**src/rtl/cpu8_pkg.sv**
```systemverilog
// Shared opcode, field and state definitions for the 8-bit CPU sequencer.
// CPU8_SINGLE_STEP_EN adds the PAUSE state used for single stepping.
package cpu8_pkg;
    localparam int ALU_SEL_W = 3;

    // Instruction byte layout: [7:5] opcode, [4:3] rd, [2:1] rs, [0] unused
    localparam int OPC_LSB = 5;
    localparam int RD_LSB  = 3;
    localparam int RS_LSB  = 1;

    localparam logic [2:0] OP_ALU0 = 3'd0;
    localparam logic [2:0] OP_ALU1 = 3'd1;
    localparam logic [2:0] OP_ALU2 = 3'd2;
    localparam logic [2:0] OP_ALU3 = 3'd3;
    localparam logic [2:0] OP_ALU4 = 3'd4;
    localparam logic [2:0] OP_ALU5 = 3'd5;
    localparam logic [2:0] OP_LDI  = 3'd6;
    localparam logic [2:0] OP_HALT = 3'd7;

    typedef enum logic [2:0] {
        ST_FETCH  = 3'd0,
        ST_DECODE = 3'd1,
        ST_EXEC   = 3'd2,
        ST_IMM    = 3'd3,
        ST_WB     = 3'd4,
        ST_HALT   = 3'd5
`ifdef CPU8_SINGLE_STEP_EN
        , ST_PAUSE = 3'd6
`endif
    } state_t;

    typedef enum logic [1:0] {
        CLS_ALU  = 2'd0,
        CLS_LDI  = 2'd1,
        CLS_HALT = 2'd2
    } opclass_t;
endpackage

```
**src/rtl/cpu8_instr_decode.sv**
```systemverilog
// Combinational instruction-byte decoder: opcode class, register fields, ALU select.
module cpu8_instr_decode
    import cpu8_pkg::*;
#(
    parameter int REG_AW = 2
) (
    input  logic [7:0]           ir,
    output logic [2:0]           opcode,
    output opclass_t             opclass,
    output logic [REG_AW-1:0]    rd,
    output logic [REG_AW-1:0]    rs,
    output logic [ALU_SEL_W-1:0] alu_sel
);
    always_comb begin
        opcode  = ir[OPC_LSB +: 3];
        rd      = ir[RD_LSB +: REG_AW];
        rs      = ir[RS_LSB +: REG_AW];
        opclass = CLS_ALU;
        alu_sel = '0;
        case (opcode)
            OP_LDI:  opclass = CLS_LDI;
            OP_HALT: opclass = CLS_HALT;
            default: alu_sel = opcode;  // only 0..5 ever reach the ALU mux
        endcase
    end
endmodule

```
**src/rtl/cpu8_control_seq.sv**
```systemverilog
// Fetch/decode/execute sequencer: pc, instruction fetch handshake, RF/WB controls.
// Define CPU8_SINGLE_STEP_EN to add the step input and PAUSE state after each WB.
module cpu8_control_seq
    import cpu8_pkg::*;
#(
    parameter int PC_W   = 8,
    parameter int REG_AW = 2
) (
    input  logic                 clk,
    input  logic                 reset,
`ifdef CPU8_SINGLE_STEP_EN
    input  logic                 step,
`endif
    output logic                 imem_req,
    output logic [PC_W-1:0]      imem_addr,
    input  logic                 imem_valid,
    input  logic [7:0]           imem_data,
    output logic [ALU_SEL_W-1:0] alu_sel,
    output logic [REG_AW-1:0]    rf_raddr_a,
    output logic [REG_AW-1:0]    rf_raddr_b,
    output logic                 rf_we,
    output logic [REG_AW-1:0]    rf_waddr,
    output logic                 wb_sel,
    output logic [7:0]           imm_out,
    output logic [PC_W-1:0]      pc,
    output logic                 halted
);
    state_t                 state, state_nx;
    logic [7:0]             ir;
    logic                   rst_q;
    logic                   ir_ld, imm_ld;
    logic [2:0]             opcode;
    opclass_t               opclass;
    logic [REG_AW-1:0]      rd, rs;
    logic [ALU_SEL_W-1:0]   dec_alu_sel;

    cpu8_instr_decode #(.REG_AW(REG_AW)) u_dec (
        .ir      (ir),
        .opcode  (opcode),
        .opclass (opclass),
        .rd      (rd),
        .rs      (rs),
        .alu_sel (dec_alu_sel)
    );

    always_ff @(posedge clk) begin
        if (reset) begin
            state   <= ST_FETCH;
            pc      <= '0;
            ir      <= '0;
            imm_out <= '0;
            rst_q   <= 1'b1;
        end else begin
            state <= state_nx;
            rst_q <= 1'b0;
            if (ir_ld) begin
                ir <= imem_data;
                pc <= pc + 1'b1;
            end
            if (imm_ld) begin
                imm_out <= imem_data;
                pc      <= pc + 1'b1;
            end
        end
    end

    // rst_q keeps imem_req low for the cycles reset is being applied, even though
    // the state register already reads FETCH; all outputs stay registered-only.
    always_comb begin
        imem_req   = ((state == ST_FETCH) || (state == ST_IMM)) && !rst_q;
        imem_addr  = pc;
        alu_sel    = '0;
        rf_raddr_a = '0;
        rf_raddr_b = '0;
        rf_we      = 1'b0;
        rf_waddr   = '0;
        wb_sel     = 1'b0;
        halted     = (state == ST_HALT);
        if ((state == ST_EXEC) || (state == ST_WB)) begin
            alu_sel    = dec_alu_sel;
            rf_raddr_a = rd;
            rf_raddr_b = rs;
        end
        if (state == ST_WB) begin
            rf_we    = 1'b1;
            rf_waddr = rd;
            wb_sel   = (opclass == CLS_LDI);
        end
    end

    always_comb begin
        state_nx = state;
        ir_ld    = 1'b0;
        imm_ld   = 1'b0;
        case (state)
            ST_FETCH: if (imem_req && imem_valid) begin
                ir_ld    = 1'b1;
                state_nx = ST_DECODE;
            end
            ST_DECODE: begin
                case (opclass)
                    CLS_HALT: state_nx = ST_HALT;
                    CLS_LDI:  state_nx = ST_IMM;
                    default:  state_nx = ST_EXEC;
                endcase
            end
            ST_EXEC: state_nx = ST_WB;
            ST_IMM: if (imem_req && imem_valid) begin
                imm_ld   = 1'b1;
                state_nx = ST_WB;
            end
`ifdef CPU8_SINGLE_STEP_EN
            ST_WB:    state_nx = ST_PAUSE;
            ST_PAUSE: if (step) state_nx = ST_FETCH;
`else
            ST_WB:    state_nx = ST_FETCH;
`endif
            ST_HALT:  state_nx = ST_HALT;
            default:  state_nx = ST_FETCH;
        endcase
    end
endmodule

```
**config.mk**
```make
export PLATFORM = sky130hd
export DESIGN_NAME = cpu8_control_seq
export DESIGN_NICKNAME = d
export VERILOG_FILES = /design/src/rtl/cpu8_pkg.sv /design/src/rtl/cpu8_instr_decode.sv /design/src/rtl/cpu8_control_seq.sv
export SDC_FILE = /design/constraint.sdc
export NUM_CORES = 1
export LEC_CHECK = 0
export CAP_MARGIN = 15
export CORE_ASPECT_RATIO = 2
export CORE_UTILIZATION = 40
export CTS_CLUSTER_DIAMETER = 40
export DETAILED_ROUTE_END_ITERATION = 10
export PLACE_DENSITY = 0.76
export SYNTH_ARGS = -nofsm -noshare
export SYNTH_HDL_FRONTEND = slang
export SYNTH_HIERARCHICAL = 1
export SYNTH_SLANG_ARGS = --single-unit
```
**constraint.sdc**
```tcl
create_clock -name clk -period 2.3 [get_ports clk]
set_clock_uncertainty 0.1 [all_clocks]
set_input_delay 0.23 -clock clk [delete_from_list [all_inputs] [get_ports clk]]
set_output_delay 0.23 -clock clk [all_outputs]
set_load 0.05 [all_outputs]
```
==> impl_results.md, run 1 <==
* Total wire length at 2921 um
* Outcome: finished, violations left
* Worst skew pair latency at 0.27 ns
* Clk Tree Root Cell: clkbuf_8
* H-tree Lvls at 1
* Syn Std Cell Area at 1379 sq um
* Syn avg cell area at 8.564 sq um
* Hold Vio Cnt, Final at 0
* Grt total ovfl at 0
* Worst path cell trace: inv_1 -> and3_1 -> clkdlybuf4s50_1
* Core area at 3229 sq um
* CTS Buf Count at 3
* Placed inst area at 1842 sq um
* Area Overhead vs Synth at 36.84%
* # nets final at 210
* Metal2 WL at 1641 um
* Worst Path Buf+Inv at 2
* CTS hold repair buffers at 0
* Crit path DAT at 1.89 ns
* Hold Crit Class: flop to flop
* Clock sinks at 27
* Clock slew at reported path FFs at 0.09 ns
* DR iter-0 viols at 21
* Failing checks: DRC
* Setup Viol. Count Final at 0
* Post-route cell area at 1887 sq um
* CTS tree: done
* Residual DRC at 6
* Peak Freq at 450.0 MHz
* Pwr dens at 461.7 nW/um^2
* Tmin final at 2.222 ns
* IO Pins at 48
* Max stage delay on crit path at 0.69 ns
* Initial antenna violation count at 0
* GRT Overall Usage at 0.1607
* Diode count at 0
* Max VDD drop at 0.3729 mV
* IO Port Bufs at 47
* Vias in the first global route at 1103
* Row cnt at 29
* Top delay family on crit path: buffers and inverters
* Initial DRT Pass Iterations at 7
* Die width at 43.52 um
* Worst-case clock buffer depth at 2
* Worst Path Required at 1.97 ns
* Gp weighted congestion at 0.7555
* Detail Route Antenna Nets at 0
* Worst Hold Slack at 0.3745 ns
* CP max stage cell: clkdlybuf4s50_1
* Vias per inst at 5.261
* Post-Syn Instances at 161
* Max-slew violations at 0
* Synth warn at 6
* Die area at 3700 sq um
* Vias at 1189
* Max Cap Viol at 0
* RSZ-0062 raised after global routing: no
* Type of origin of the critical path: flop
* P_leak at 0.0007125 uW
* Die Y at 85.03 um
* Top routing layer used: met4
* Crit Path Category: flop to output pin
* Synthesized Nets at 175
* Share of post-route cells with drive strength above 1 at 0.1333
* Average wire per standard cell at 12.92 um
* Fin crit share at 0.9661
* Detailed Place HPWL at 2242 um
* Post-CTS setup buffer count at 0
* Setup tns final at 0 ns
* Largest net degree at the start of global routing at 16
* Worst Tran Pin Value at 0.5607 ns
* Relative slew slack at 0.6248
* Global-route wire length before repair at 4767 um
* M1 WL at 1115 um
* Fillcell total at 283
* DR WL met3 at 98 um
* Pwr Total at 871.1 uW
* Post-CTS sizing at 0
* Crit. End Element: output pin
* CP Max Fanout at 10
* Initial Utilization at 0.4270
* Final Util at 0.5843
==> per-stage QoR <==
stage          setup WS [ns]  instances
2_1_floorplan         0.1484        161
3_3_place_gp          0.3133        222
3_5_place_dp          0.2769        222
4_1_cts              0.07420        226
5_1_grt             0.001339        226
6_report             0.07787        226
==> worst register-to-register path: cells and delay by family (launching register included) <==
kind	cells	cell delay, ns
xor+xnor	1	0.16
flops	1	0.60
compound gates	1	0.14
simple gates	2	0.78
==> routing by layer <==
metal / global-route usage / up-vias
li1: - / 592
met5: 0 / -
met1: 0.1838 / 559
met3: 0.008511 / 6
met4: 0.06818 / 0
met2: 0.2948 / 32
==> state kept, by name, summed over array words and instances (netlist names) <==
name,count
imem_addr,8
imm_out,8
ir,7
state,3
rst_q,1
==> cell type report <==
type,instances,area (sq um),share of cell area
multi-input combinational,110,696.9,0.3694
timing repair buffer,50,550.5,0.2918
sequential,27,540.5,0.2865
clock buffer,4,45.04,0.02387
tap,31,38.79,0.02056
inverter,4,15.01,0.007958
==> power by group <==
| part | internal, uW | total, uW | leakage (uW) | switching [uW] |
|---|---|---|---|---|
| logic | 48.3 | 116 | 0.000471 | 68.2 |
| clock network | 124 | 260 | 0.0000228 | 136 |
| registers | 478 | 494 | 0.000219 | 16.1 |
==> cell usage in the layout, fill, tap and decap left out, types with 2 or more instances in the layout <==
master,count
nand3_1,11
and2_1,10
nor3b_2,2
nor2_1,18
nand2b_1,4
xor2_1,4
o21ai_0,2
buf_4,8
nand2_1,11
and3_1,3
nor2b_1,2
clkdlybuf4s50_1,35
a21oi_1,12
xnor2_1,3
inv_1,4
dfxtp_1,27
mux2i_1,8
ha_1,3
nand4_1,2
clkbuf_8,3
buf_12,7
nor3_1,2
==> path summary, 6_finish.rpt <==
| check | from | end | slack (ns) | cells past startpoint |
|---|---|---|---|---|
| setup / recovery | state[1]$_SDFFE_PP0P_ | halted | 0.08 | 3 |
| hold / removal | ir[1]$_SDFFE_PP0P_ | ir[1]$_SDFFE_PP0P_ | 0.37 | 2 |
| setup reg to reg | state[0]$_SDFFE_PP0P_ | imem_addr[6]$_SDFFE_PP0P_ | 0.45 | 4 |
| hold reg to reg | ir[1]$_SDFFE_PP0P_ | ir[1]$_SDFFE_PP0P_ | 0.37 | 2 |
No activity file was read; power rests on OpenSTA's default activity.
==> run 2, diff against run 1 <==
--- a/config.mk
+++ b/config.mk
@@ -11,7 +11,9 @@
 export CTS_CLUSTER_DIAMETER = 40
 export DETAILED_ROUTE_END_ITERATION = 10
 export PLACE_DENSITY = 0.76
+export SLEW_MARGIN = 20
 export SYNTH_ARGS = -nofsm -noshare
 export SYNTH_HDL_FRONTEND = slang
 export SYNTH_HIERARCHICAL = 1
 export SYNTH_SLANG_ARGS = --single-unit
+export TNS_END_PERCENT = 5
==> results of run 2 <==
The final DEF is identical to that of run 1; final timing and power are the same.
